--- src/rtl/dmem_responder.sv ---
// Word-addressed data memory that answers core load/store requests after a
// fixed number of wait states, flagging misaligned and out-of-range accesses.
module dmem_responder #(
  parameter int DEPTH_WORDS = 64,
  parameter int WAIT_STATES = 2
) (
  input  logic        clock,
  input  logic        reset,
  input  logic        req,
  input  logic        we,
  input  logic [31:0] addr,
  input  logic [31:0] wdata,
  output logic [31:0] rdata,
  output logic        ready,
  output logic        err,
  output logic        busy
);

  localparam int          IDX_W     = (DEPTH_WORDS > 1) ? $clog2(DEPTH_WORDS) : 1;
  localparam logic [29:0] DEPTH_LIM = 30'(DEPTH_WORDS);
  localparam logic [3:0]  WAIT_INIT = 4'(WAIT_STATES);

  typedef enum logic {
    IDLE = 1'b0,
    BUSY = 1'b1
  } state_t;

  state_t      state;
  state_t      state_next;
  logic [3:0]  cnt;
  logic [3:0]  cnt_next;
  logic        accept;
  logic        complete;

  logic        we_p0;
  logic [31:0] addr_p0;
  logic [31:0] wdata_p0;
  logic        bad_p0;
  logic [IDX_W-1:0] idx_p0;

  logic [31:0] mem [DEPTH_WORDS];

  function automatic logic access_bad(input logic [31:0] a);
    return (a[1:0] != 2'b00) || (a[31:2] >= DEPTH_LIM);
  endfunction

  assign busy   = (state == BUSY);
  assign bad_p0 = access_bad(addr_p0);
  assign idx_p0 = addr_p0[IDX_W+1:2];

  always_ff @(posedge clock or negedge reset) begin
    if (!reset) begin
      state <= IDLE;
      cnt   <= 4'd0;
    end else begin
      state <= state_next;
      cnt   <= cnt_next;
    end
  end

  always_comb begin
    state_next = state;
    cnt_next   = cnt;
    accept     = 1'b0;
    complete   = 1'b0;
    case (state)
      IDLE: begin
        if (req) begin
          accept     = 1'b1;
          cnt_next   = WAIT_INIT;
          state_next = BUSY;
        end
      end
      BUSY: begin
        if (cnt != 4'd0) begin
          cnt_next = cnt - 4'd1;
        end else begin
          complete   = 1'b1;
          state_next = IDLE;
        end
      end
      default: state_next = IDLE;
    endcase
  end

  // Stage p0: request captured on acceptance so the core need not hold it.
  always_ff @(posedge clock) begin
    if (accept) begin
      we_p0    <= we;
      addr_p0  <= addr;
      wdata_p0 <= wdata;
    end
  end

  always_ff @(posedge clock or negedge reset) begin
    if (!reset) begin
      for (int i = 0; i < DEPTH_WORDS; i++) begin
        mem[i] <= 32'd0;
      end
    end else if (complete && we_p0 && !bad_p0) begin
      mem[idx_p0] <= wdata_p0;
    end
  end

  // Stage p1: completion response; rdata keeps its value across good stores.
  always_ff @(posedge clock or negedge reset) begin
    if (!reset) begin
      rdata <= 32'd0;
      ready <= 1'b0;
      err   <= 1'b0;
    end else begin
      ready <= complete;
      err   <= complete && bad_p0;
      if (complete) begin
        if (bad_p0) begin
          rdata <= 32'd0;
        end else if (!we_p0) begin
          rdata <= mem[idx_p0];
        end
      end
    end
  end

endmodule
--- config.mk ---
export PLATFORM = sky130hd
export DESIGN_NAME = dmem_responder
export DESIGN_NICKNAME = d
export VERILOG_FILES = /design/src/rtl/dmem_responder.sv
export SDC_FILE = /design/constraint.sdc
export NUM_CORES = 2
export LEC_CHECK = 0
export CAP_MARGIN = 20
export CORE_MARGIN = 4
export CORE_UTILIZATION = 65
export DETAILED_ROUTE_END_ITERATION = 10
export GPL_ROUTABILITY_DRIVEN = 0
export PLACE_DENSITY = 0.82
export SYNTH_ARGS = -nofsm -noshare
export SYNTH_HDL_FRONTEND = slang
export SYNTH_SLANG_ARGS = --single-unit
--- constraint.sdc ---
create_clock -name clock -period 4.2 [get_ports clock]
set_input_delay 1.05 -clock clock [delete_from_list [all_inputs] [get_ports clock]]
set_output_delay 1.05 -clock clock [all_outputs]
set_load 0.01 [all_outputs]
==> After elaboration in Yosys (flattened, before gate mapping) <==
Cells that the tools add are included.
{ "totals": {"inputBits": 68, "reg_bits": 2152, "word_cells": 108} }
{ "classes": {"n_bitwise": 2, "add_sub_neg": 1, "mux": 17, "n_lt_le_gt_ge": 3, "n_reduce_logical": 10, "eq_ne": 3} }
{ "op_table": {"columns": ["op", "count"], "rows": [
  ["bitwise mux 2048 bit", 1],
  ["binary-select mux 32 bit (select 6 bit)", 1],
  ["demux 32 bit (select 6 bit)", 1],
  ["two-way mux 32 bit", 5],
  ["greater-or-equal comparator 30 x 7 -> 1 bit (second input constant)", 1],
  ["two-way mux 4 bit", 2],
  ["case mux 4 bit (2 select lines)", 1],
  ["greater-or-equal comparator 7 bit (second input constant)", 1],
  ["less-than comparator 7 x 1 -> 1 bit (second input constant)", 1],
  ["NOT 6 -> 7 bit", 1],
  ["two-way mux 1 bit", 5],
  ["logical AND 1 bit", 4],
  ["inequality test 2 x 1 -> 1 bit (second input constant)", 2],
  ["AND reduction 2 bit", 2],
  ["nonzero test 4 bit", 1],
  ["subtractor 4 x 1 -> 4 bit (second input constant)", 1],
  ["inequality test 2 bit (second input constant)", 1],
  ["case mux 1 bit (2 select lines)", 1],
  ["nonzero test 2 bit", 1],
  ["zero test 1 bit", 1],
  ["logical OR 1 bit", 1],
  ["NOT 1 bit", 1]
]} }

==> Longest topological paths before layout <==
{ "depth": {"word_depth": 6, "mapped_depth": 11} }

==> Worst setup path before layout <==
No wires, ideal clock.
{ "synth_timing": {"path_type": "input -> register", "from": "input port req", "to": "register addr_p0[0], enable pin", "arrival_ns": 2.450, "stages": 2, "t_required_ns": 3.780, "slack_ns": 1.331, "setup_ns": 0.420, "path_buffers": 0, "cell_sequence": "nand2b_1 -> inv_1"} }
{ "synth_via": {"elab_chain_len": 2} }
{ "synth_rtl": {"columns": ["element", "line", "source"], "rows": [
  ["start: declaration", "9", "input logic req,"],
  ["two-way mux 1 bit", "68", "if (req) begin"],
  ["two-way mux 1 bit", "66", "case (state)"],
  ["via accept", "32", "logic accept;"],
  ["end signal: assignment", "90", "addr_p0 <= addr;"],
  ["end: declaration", "36", "logic [31:0] addr_p0;"]
]} }
The timed path passes the listed nets, and every way through them passes these cells.
A chain may end at the register's enable or synchronous reset.

==> Worst setup path in the final report <==
{ "layout_timing": {"from": "register addr_p0[4]", "to": "register rdata[16]"} }
{ "layout_via": {"elab_chain_len": 6} }
{ "layout_rtl": {"columns": ["element", "line", "source"], "rows": [
  ["parallel branches: the longest is 6 deep, another holds greater-or-equal comparator 30 x 7 -> 1 bit", null, null],
  ["end signal: assignment", "118", "rdata <= mem[idx_p0];"],
  ["end: declaration", "13", "output logic [31:0] rdata,"]
]} }
Parallel ways; which one is timed is not known. The select of a mux whose other input is x is not followed.

==> out/summary.txt <==
outcome - completed
top cells by area, synth - dfrtp_1 (54%), mux2_2 (25%), mux4_2 (3.6%)
Post-Syn Area - 95950 um^2
H-tree levels - 4
number of remaining DRC errors - 0
required time of the critical path - 4.93 ns
commonest non-fill, non-tap cell in the layout - mux2_2
clock slew at reported path FFs - 0.07 ns
final net count - 6849
max-slew violations - 0
Startpoint Class - register
critical path cell sequence - buf_12, nand2b_2, buf_4, o221ai_1, a221oi_1, o22ai_1, o31ai_1
CTS root buf - clkbuf_16
vias per cell - 7.446
Final ANT Viol Nets - 0
Util after Layout - 73.43%
Tcrit/Tclk final - 92.20%
RSZ-0062 raised after global routing - no
Setup crit end kind - register
Worst Path Arrival - 4.60 ns
worst-margin pin slew - 1.372 ns
Slowest-stage cell, CP - nand2b_2
# setup viols final - 0
Hold Crit Class - input port to async pin
fmax - 258.2 MHz
layout cells sized above 1 - 43.68%
vias in the first global route - 68272
Port Buffer Count - 102
VDD IR max - 0.0004383 V
final wirelength - 320.0 mm
number of max-cap violations - 0
core area - 146100 um^2
DP Area - 99900 um^2
TNS Setup - 0 ns
Syn Inst Count - 6825
Layout Skew - 0.05206 ns
number of buffers created by CTS - 209
sequential area share after synthesis - 56.46%
worst hold slack - 0.1130 ns
post-DP HPWL - 190.8 mm
syn nets - 6894
setup slack at placement - 0.7951 ns
CTS tree - yes
Die Height - 392.2 um
Die Span X - 392.2 um
TritonRoute pass-1 iters - 8
most frequent cells in the layout - mux2_2 (2091), dfrtp_1 (2087), o22ai_1 (380)
Post-CTS Resized - 0
worst setup margin - 0.3277 ns
first-pass GRT wire length - 464.9 mm
design area - 107300 um^2
clock sinks - 2152
Filler Cell Count - 8942
clock buffer depth - 3
via count - 66171
routed len/inst - 36.01 um
post-CTS setup buffer count - 0
initial core utilization - 65.68%
Leak Pwr - 0.05337 uW
number of synthesized flops with an enable pin - 65
1st-iter DRT viols - 7955
area growth from synthesis to layout - 11.80%
min Tclk post-route - 3.872 ns
Hold Violations, Final - 0
FF+latch count, synth - 2152
gr ovfl total - 0
Rel. slew slack - 8.548%
Yosys warning count - 0
Cell Rows - 140
Setup CP Type - register to register
library cells used by synthesis - 65
Synth area leader - dfrtp_1
gr usage total - 41.80%
Worst-Skew Late Latency - 0.87 ns
asr flop ratio synth - 96.98%
antenna violations before repair - 22
CP max FO - 44
Post-synth top flop - dfrtp_1
share of the synthesized area in the top cell type - 54.43%
top-level I/O count - 103
CP max stage delay - 1.01 ns
full die area - 153800 um^2
largest net degree at the start of global routing - 153
post-synthesis average cell area - 14.06 um^2
hold buffers post-CTS - 0
power per cell area - 443.9 nW/um^2
[worst max-delay path, delay by kind of cell (launching register included)]
kind                   cells  cell delay (ns)
buffers and inverters      2             0.66
flip-flops                 1             0.40
AO/OA/AOI/OAI              4             1.61
AND/OR/NAND/NOR            1             1.01
[Yosys cell counts, types with 5 or more instances]
| cell type | count |
|---|---|
| a2111oi_0 | 12 |
| o31ai_1 | 6 |
| nor4_1 | 15 |
| mux2_2 | 2091 |
| buf_6 | 5 |
| dfrtp_1 | 2087 |
| o21ai_0 | 131 |
| nor3_1 | 12 |
| mux4_2 | 153 |
| o211ai_1 | 6 |
| edfxtp_1 | 65 |
| o22a_1 | 24 |
| mux2_1 | 109 |
| a32o_1 | 18 |
| a21oi_1 | 115 |
| nand2b_1 | 9 |
| a22o_1 | 21 |
| a22oi_1 | 69 |
| buf_1 | 71 |
| buf_2 | 297 |
| or3_1 | 7 |
| and3_1 | 12 |
| nor2b_1 | 11 |
| o22ai_1 | 380 |
| a221o_1 | 9 |
| a211oi_1 | 19 |
| clkbuf_1 | 298 |
| nand2_1 | 188 |
| nor2_4 | 8 |
| nor2_1 | 121 |
| a221oi_1 | 36 |
| nand3_1 | 38 |
| o221ai_1 | 173 |
| inv_1 | 8 |
| buf_4 | 39 |
| nand3b_1 | 6 |
| mux2i_1 | 94 |
[power breakdown]
group	internal (uW)	leakage (uW)	switching [uW]
logic	1700	0.0200	4790
clock network	11700	0.00362	8330
registers	21000	0.0298	168
total	34300	0.0534	13300
[registers in the layout (all words and copies together) (netlist names)]
register / cells
we_p0: 1
ready: 1
err: 1
rdata: 32
cnt: 4
mem: 2048
addr_p0: 32
busy: 1
wdata_p0: 32
[stage by stage]
stage | total power, uW | cells
4_1_cts | 47260 | 8875
6_report | 47620 | 8887
3_3_place_gp | 27530 | 8483
5_1_grt | 48580 | 8877
3_5_place_dp | 27640 | 8485
2_1_floorplan | 24690 | 6825
[final cells by class]
type                            count  area [um^2]  share of cell area, %
Sequential cell                  2152        54180                  50.51
Multi-Input combinational cell   3955        38770                  36.15
Clock inverter                     78         1057                 0.9856
Inverter                            8        37.54                0.03499
Timing Repair Buffer              454         4543                  4.235
Clock buffer                      312         6255                  5.831
Antenna cell                       11        27.53                0.02566
Tap cell                         1917         2399                  2.236
[kinds of logic (layout without fill, tap and decap cells)]
group                    count (synthesis)  in the layout  synth area share (%)
AO/OA/AOI/OAI                         1053           1053                 7.557
XOR/XNOR                                 1              1              0.009130
other                                    0             11                     0
adder cells (fa/ha/maj)                  1              1               0.01304
AND/OR/NAND/NOR                        453            453                 2.176
flip-flops                            2152           2152                 56.46
multiplexers                          2447           2447                 30.39
buffers and inverters                  718            852                 3.388
[worst paths after layout]
| check | startpoint | endpoint | slack, ns | cells past startpoint |
|---|---|---|---|---|
| worst max-delay path | addr_p0[4] | rdata[16] | 0.33 | 7 |
| worst max register to register | addr_p0[4] | rdata[16] | 0.33 | 7 |
| worst min register to register | mem[807] | mem[807] | 0.49 | 1 |
| min in group clock | mem[807] | mem[807] | 0.49 | 1 |
| max in group asynchronous | reset | mem[501] | 2.65 | 3 |
| worst min-delay path | reset | mem[1604] | 0.11 | 1 |
[per-layer routing]
layer  share of wire (%)  wire length (um)  vias to the layer above  global-route usage, %
met5               0.064               206                        -                 0.4785
met4                 8.8             28280                       24                  29.09
met3                  14             44160                     1635                  16.04
met1                  35            111200                    34195                  52.48
li1                    -                 -                    25426                      -
met2                  43            136100                     4891                  60.04
Power figures use the tool's default switching activity.
